==> config.mk <==
export PLATFORM = sky130hd
export DESIGN_NAME = vx_lru_repl_ctrl
export DESIGN_NICKNAME = d
export VERILOG_FILES = /design/src/rtl/vx_lru_repl_ctrl.sv
export SDC_FILE = /design/constraint.sdc
export NUM_CORES = 1
export LEC_CHECK = 0
export BUFFER_PORTS_ARGS = -buffer_cell sky130_fd_sc_hd__buf_2
export CAP_MARGIN = 40
export CORE_AREA = 8 8 88 90
export CTS_CLUSTER_SIZE = 28
export DETAILED_ROUTE_END_ITERATION = 8
export DIE_AREA = 0 0 96 98
export GPL_ROUTABILITY_DRIVEN = 0
export GPL_TIMING_DRIVEN = 0
export RECOVER_POWER = 100
export SLEW_MARGIN = 10
export SYNTH_ARGS = -nofsm -noshare
export SYNTH_HDL_FRONTEND = slang
export SYNTH_SLANG_ARGS = --single-unit
==> constraint.sdc <==
create_clock -name clk -period 2 [get_ports clk]
set_input_delay 0.5 -clock clk [delete_from_list [all_inputs] [get_ports clk]]
set_output_delay 0.5 -clock clk [all_outputs]
set_load 0.01 [all_outputs]
==> src/rtl/vx_lru_repl_ctrl.sv <==
// Per-set true-LRU replacement controller.
// Serializes hit-touch and victim-select requests (round-robin) through an INIT/IDLE/UPDATE FSM.
module vx_lru_repl_ctrl #(
    parameter int NUM_SETS = 4,
    parameter int NUM_WAYS = 4,
    parameter int SET_W    = $clog2(NUM_SETS),
    parameter int WAY_W    = $clog2(NUM_WAYS)
) (
    input  logic             clk,
    input  logic             reset,
    input  logic             touch_valid,
    input  logic [SET_W-1:0] touch_set,
    input  logic [WAY_W-1:0] touch_way,
    output logic             touch_ready,
    input  logic             victim_valid,
    input  logic [SET_W-1:0] victim_set,
    output logic             victim_ready,
    output logic             victim_rsp_valid,
    output logic [SET_W-1:0] victim_rsp_set,
    output logic [WAY_W-1:0] victim_rsp_way,
    output logic             init_busy
);

    typedef enum logic [1:0] {
        ST_INIT,
        ST_IDLE,
        ST_UPDATE
    } state_t;

    state_t           r_state;
    logic             r_rr;
    logic [SET_W-1:0] r_init_cnt;
    logic             r_is_victim;
    logic [SET_W-1:0] r_set;
    logic [WAY_W-1:0] r_way;
    logic [WAY_W-1:0] r_work  [NUM_WAYS];
    logic [WAY_W-1:0] r_order [NUM_SETS][NUM_WAYS];
    logic             r_rsp_valid;
    logic [SET_W-1:0] r_rsp_set;
    logic [WAY_W-1:0] r_rsp_way;

    logic             w_grant_touch;
    logic             w_grant_victim;
    logic             w_idle;
    logic             w_seen;
    logic [WAY_W-1:0] w_next  [NUM_WAYS];

    // Contention is resolved by r_rr; a lone requester always wins.
    assign w_idle         = !reset && (r_state == ST_IDLE);
    assign w_grant_touch  = touch_valid  && (!victim_valid || !r_rr);
    assign w_grant_victim = victim_valid && (!touch_valid  ||  r_rr);
    assign touch_ready    = w_idle && w_grant_touch;
    assign victim_ready   = w_idle && w_grant_victim;

    assign victim_rsp_valid = r_rsp_valid;
    assign victim_rsp_set   = r_rsp_set;
    assign victim_rsp_way   = r_rsp_way;
    assign init_busy        = (r_state == ST_INIT);

    // NOTE: w_seen is a blocking scratch flag; it and w_next get defaults first so no latch is inferred.
    always_comb begin
        w_seen = 1'b0;
        w_next = r_work;
        if (r_is_victim) begin
            for (int p = 0; p < NUM_WAYS - 1; p++) w_next[p] = r_work[p+1];
            w_next[NUM_WAYS-1] = r_work[0];
        end else begin
            for (int p = 0; p < NUM_WAYS - 1; p++) begin
                if (r_work[p] == r_way) w_seen = 1'b1;
                if (w_seen) w_next[p] = r_work[p+1];
            end
            w_next[NUM_WAYS-1] = r_way;
        end
    end

    // NOTE: r_order and r_work are not reset; INIT rewrites every set and r_work is loaded on each grant.
    always_ff @(posedge clk) begin
        if (reset) begin
            r_state     <= ST_INIT;
            r_rr        <= 1'b0;
            r_init_cnt  <= '0;
            r_is_victim <= 1'b0;
            r_set       <= '0;
            r_way       <= '0;
            r_rsp_valid <= 1'b0;
            r_rsp_set   <= '0;
            r_rsp_way   <= '0;
        end else begin
            r_rsp_valid <= 1'b0;
            case (r_state)
                ST_INIT: begin
                    for (int p = 0; p < NUM_WAYS; p++) r_order[r_init_cnt][p] <= WAY_W'(p);
                    r_init_cnt <= r_init_cnt + 1'b1;
                    if (r_init_cnt == SET_W'(NUM_SETS - 1)) r_state <= ST_IDLE;
                end
                ST_IDLE: begin
                    if (w_grant_touch || w_grant_victim) begin
                        r_is_victim <= w_grant_victim;
                        r_set       <= w_grant_victim ? victim_set : touch_set;
                        r_way       <= touch_way;
                        r_work      <= r_order[w_grant_victim ? victim_set : touch_set];
                        if (w_grant_victim) begin
                            r_rsp_valid <= 1'b1;
                            r_rsp_set   <= victim_set;
                            r_rsp_way   <= r_order[victim_set][0];
                        end
                        if (touch_valid && victim_valid) r_rr <= ~r_rr;
                        r_state <= ST_UPDATE;
                    end
                end
                ST_UPDATE: begin
                    r_order[r_set] <= w_next;
                    r_state        <= ST_IDLE;
                end
                default: r_state <= ST_INIT;
            endcase
        end
    end

endmodule

# Word-level counts from Yosys, hierarchy flattened

Memory sizes are Yosys's and may differ from the RTL's. A register that Yosys moved wholly into a read port is not among the register bits.
Cells that the tools add are included.
Widths: inputs -> output; s select.

Add/subtract/negate cells: 1
Equal/unequal tests: 8
Muxes and demuxes: 24
Bitwise logic cells: 4
Reduce and logical (&&, ||, !) cells: 21

Operators with widths:

| kind                | number |
|---|---|
| $mux 8              | 2 |
| $mux 1              | 14 |
| $mux 2              | 7 |
| $reduce_and 3->1    | 3 |
| $reduce_or 8->1     | 1 |
| $eq 2x2->1          | 3 |
| $logic_and 1x1->1   | 6 |
| $pmux 2 s3          | 1 |
| $eq 2x2->1 const B  | 2 |
| $logic_not 1->1     | 4 |
| $ne 2x1->1 const B  | 2 |
| $not 1->1           | 4 |
| $reduce_and 2->1    | 2 |
| $logic_or 1x1->1    | 3 |
| $reduce_or 3->1     | 1 |
| $add 2x1->2 const B | 1 |
| $eq 2x1->1 const B  | 1 |
| $logic_not 2->1     | 1 |

Bits in registers: 13
Memory bits (writable): 32
Bits of input ports: 10
Output and inout bits: 8
Word-level logic and storage cells: 67
Memories: 1

Memory list:

| memory  | words | bits a word | read ports | clocked after Yosys merged registers in | write ports | line | text |
|---|---|---|---|---|---|---|---|
| r_order | 4     | 8           | 2          | 2                                       | 1           | 37   | `logic [WAY_W-1:0] r_order [NUM_SETS][NUM_WAYS];` |

# Depth between registers and ports, before layout

Depth in word-level cells: 10
Mapped depth: 6
Mapped depth without buffers: 4

# Worst setup path after synthesis

OpenSTA, ideal clock, no wires.

Path kind: input-to-reg
From: input port victim_set[0]
To: register r_work[6] (netlist bit) (data pin)
Setup time: 0.260 ns
Arrival time: 1.535 ns
Required time: 1.740 ns
Setup slack: 0.205 ns
Stages on the path: 3
Path buffers: 1
Path through: buf_2 mux4_2 mux2_2

Longest elaborated chain between the ends: 1

Ends and longest elaborated chain:

| item                 | line | text |
|---|---|---|
| start, declared      | 16   | `input logic [SET_W-1:0] victim_set,` |
| $mux 2               | 101  | `r_work <= r_order[w_grant_victim ? victim_set : touch_set];` |
| end signal, assigned | 101  |  |
| end, declared        | 36   | `logic [WAY_W-1:0] r_work [NUM_WAYS];` |

No other way between the ends.
A chain may end at the register's enable or synchronous reset.

# Worst setup path in the final report

From: register r_state[0]
To: output port victim_ready

Longest elaborated chain between the ends: 3

Ends and longest elaborated chain:

| item                   | line | text |
|---|---|---|
| start, declared        | 30   | `state_t r_state;` |
| start signal, assigned | 79   | `r_state <= ST_INIT;` |
| start signal, assigned | 94   | `if (r_init_cnt == SET_W'(NUM_SETS - 1)) r_state <= ST_IDLE;` |
| start signal, assigned | 108  | `r_state <= ST_UPDATE;` |
| $eq 2x1->1             | 49   | `assign w_idle = !reset && (r_state == ST_IDLE);` |
| $logic_and 1x1->1      | 49   |  |
| $logic_and 1x1->1      | 53   | `assign victim_ready = w_idle && w_grant_victim;` |
| end, declared          | 17   | `output logic victim_ready,` |

No other way between the ends.

==> impl_summary.txt <==
----------------------------------------------------
[Logic synthesis]
  Most used flip-flop cell after synthesis ... edfxtp_1
  Cell with the most instances after synthesis ... edfxtp_1
  Number of flops mapped to enable cells by yosys ... 40
  Cell area after technology mapping ... about 2600 µm²
  Flop and latch count out of synthesis ... between 50 and 60
  Simple-gate share of the synthesized area ... between 8 and 9%
  Sequential fraction of the synthesis area ... between 50 and 60%
  XOR/XNOR Fraction of Synth Area ... under 10%
  Mapped Nets ... 196
  Multiplexer share of the synthesized area ... 21.5%
  Average instance area after synthesis ... between 10 and 15 µm²
  Share of synthesized cell area in full adder, half adder and majority cells ... less than 1%
  Library cell with the largest summed area after synthesis ... edfxtp_1
  Top cells by instance count after synthesis ... 40 x edfxtp_1, 18 x nor2_1, 16 x mux4_2
  Compound-Gate Fraction of Synth Area ... between 6 and 7%
  YS warnings ... 0
  Number of cells produced by synthesis ... between 150 and 200
  Proportion of register bits with asynchronous set or reset after synthesis ... 0%
  Main combinational cell family by area after synthesis ... multiplexers
  Post-synthesis cell type count ... 36
  Fraction of synthesized cell area taken by the top area cell type ... roughly 46%
  Most area-consuming cells after synthesis ... edfxtp_1 46%, mux4_2 14%, dfxtp_1 11%

[Setup path]
  Cells on worst reg2reg path ... 3
  Buffer and inverter count on the worst path ... 2
  Cell-by-cell trace of the critical path ... buf_6 -> nor2b_4 -> o211ai_4 -> nor2_1 -> clkbuf_1
  Kind of cell adding the most delay to the critical path ... flip-flops
  Minimum setup slack among reg-to-reg paths ... about 160 ps
  Data arrival time of the critical path ... roughly 1400 ps
  Required time at the worst-slack endpoint ... around 1500 ps
  Endpoint of the worst register-to-register path ... r_order[2][5]$_DFFE_PP_
  Slowest Stage Delay on Critical Path ... roughly 340 ps
  Path type of the worst setup path ... register to output pin
  Critical path capture point type ... output pin
  Worst reg2reg path startpoint ... r_state[1]$_SDFFE_PP0P_
  Crit Path Max Fanout ... 6
  Highest-delay cell along the critical path ... dfxtp_1
  Crit path launch type ... register

[Power]
  Peak VDD IR ... 577 µV
  Cell area power density ... about 920 nW/µm²
  Cell leakage power ... around 0.92 nW
  Power consumption ... 2.71 mW

[Detailed routing]
  Total number of vias ... ~1.6k
  Remaining routing DRC violations ... 0
  Post-detailed-route wirelength per cell ... around 17 µm
  Post-detailed-route count of antenna-violating nets ... 0
  Final WL ... between 5000 and 6000 µm
  Initial detailed-routing violation count ... 104
  TritonRoute pass-1 iters ... 4
  Via density per instance ... approximately 5.4

[STA]
  Count of final max-slew check failures ... 0
  Hold WS ... 400 ps
  Final setup violation count ... 0
  Period minus WS final ... 1850 ps
  Max Clock Skew ... between 6 and 7 ps
  Slew of the pin with the lowest slew margin ... slightly above 800 ps
  Relative slew slack ... a little under half
  Final hold violation count ... 0
  Unrepaired setup endpoints after global routing ... no
  Period utilisation layout ... a little over 90%
  Maximum clock rate ... approximately 540 MHz

[Run status]
  Result of the run ... complete, no violations

[Global routing]
  Antenna violations before repair ... 0
  Largest net degree at the start of global routing ... 17
  Total gr overflow ... 0
  Number of global-route vias before repair ... between 1.5k and 2k
  Total Routing Usage GR ... between 10% and 20%
  Global-route wire length before repair ... a little over 8000 µm

[Clock tree]
  Clock Root Buffer ... clkbuf_8
  Clk sinks ... 55
  CTS Buffer Depth ... 2
  Clock Pin Slew Worst Setup and Hold Paths ... ~90 ps
  H-tree levels ... 2
  Number of buffers added by the clock tree synthesis step ... 5
  TritonCTS clock tree ... built
  Hold-fix buffer count after cts ... 0
  Clock insertion delay at the later pin of the skew report ... ~310 ps

[Min path]
  Worst Min Path Start ... reset
  Worst hold path class ... primary input to register
  Hold worst-path end ... r_state[0]$_SDFFE_PP0P_
  Hold path depth ... 2

[Placement]
  Placed Cells ... between 200 and 300
  Half-perimeter wire length after detailed placement ... 3570 µm
  IO buf count ... 12

[Finish]
  Filler-free cell count of the finished design ... around 290
  Final core occ ... between 40% and 50%
  Layout cell share with drive strength beyond 1 ... between 20% and 30%
  Antenna diode count ... 0
  Post-synthesis to final-layout area growth ... 13.0%
  Number of nets in the layout ... around 220

[Floorplanning]
  Cell row count ... 30
  Chip Width ... 96 µm
  Std-Cell Core Area ... approximately 6500 µm²
  Die area ... roughly 9400 µm²
  Initial standard-cell utilization of the core ... about 40%
  Ports ... 18
  Height of the die ... ~98 µm

[Run]
  # Max-Cap Violations ... 0

----------------------------------------------------
-- cell families (layout without fill, tap and decap cells) --
family,count (synthesis),after routing
adders and majority gates,1,1
xor gates and xnor gates,8,8
and+or+nand+nor,50,50
muxes,35,35
AOI/OAI and AO/OA,21,21
buffers and inverters,15,41
DFF,55,55
-- registers in the layout, summed over array words and instances, names as in the netlist --
name and flops:
r_set 2, r_way 2, r_init_cnt 2, victim_rsp_valid 1
r_work 8, victim_rsp_set 2, r_state 2, r_is_victim 1
victim_rsp_way 2, r_order 32, r_rr 1
-- through the flow --
| step | area (µm²) | worst slack (ps) | setup TNS, ps |
|---|---|---|---|
| after floorplan | 2610 | 205 | 0 |
| after global placement | 2770 | -499 | -15160 |
| after detailed placement | 2790 | -217 | -2570 |
| after CTS | 2920 | -2.49 | -2.84 |
| after global routing | 2950 | 22.3 | 0 |
| final | 2950 | 153 | 0 |
-- how the worst max path moves through the flow --
| stage | to | cells after the start | from | slack [ps] |
|---|---|---|---|---|
| floorplan | r_work[6]$_DFFE_PP_ | 3 | victim_set[0] | 200 |
| global placement | r_order[1][5]$_DFFE_PP_ | 3 | reset | -500 |
| detailed placement | r_work[1]$_DFFE_PP_ | 4 | r_state[0]$_SDFFE_PP0P_ | -220 |
| CTS | victim_ready | 5 | r_state[0]$_SDFFE_PP0P_ | -2 |
| global route | r_order[1][2]$_DFFE_PP_ | 3 | r_state[1]$_SDFFE_PP0P_ | 20 |
| finish | victim_ready | 5 | r_state[0]$_SDFFE_PP0P_ | 150 |
-- per-layer routing --
| metal | track usage (%) | vias to the layer above | share of wire (%) |
|---|---|---|---|
| li1 | - | 756 | - |
| met1 | 15.4 | 775 | 46 |
| met2 | 18.0 | 20 | 49 |
| met3 | 2.30 | 7 | 3.1 |
| met4 | 4.73 | 0 | 1.7 |
| met5 | 0 | - | 0 |
-- final cells by class --
class	count	area, µm²
flip-flops and latches	55	1500
repair buffers	18	95.1
well taps	80	100
multi-input cells	115	1090
fillers	599	3540
clock inverters	3	15.0
clock buffers	5	68.8
inverters	3	11.3
plain buffers	12	66.3
-- report_power, final --
group	total [mW]	internal [mW]	switching, mW	leakage [nW]
registers	1.46	1.38	0.0818	0.449
clock network	0.584	0.239	0.345	0.0392
logic	0.667	0.288	0.379	0.433
-- repair_timing --
item | CTS | global route
setup buffers | 0 | 6
setup endpoints to repair | 10 | 9
resized for setup | 8 | 2
-- layout by cell type, fill, tap and decap left out, types with 2 or more instances in the layout --
master     n
mux2i_1   11
a21oi_1    6
clkbuf_8   5
nor3_4     4
a211oi_1   2
buf_4      6
xnor2_1    6
nor3b_1    2
nand3_1    2
o21ai_0    3
buf_2      6
nand2_1   16
clkinv_1   2
clkbuf_1  14
mux2_2     8
dfxtp_1   15
nor3_1     4
mux4_2    16
inv_1      2
a31oi_1    4
edfxtp_1  40
buf_6      2
nor2_1    17
(Power assumes the default switching activity.)
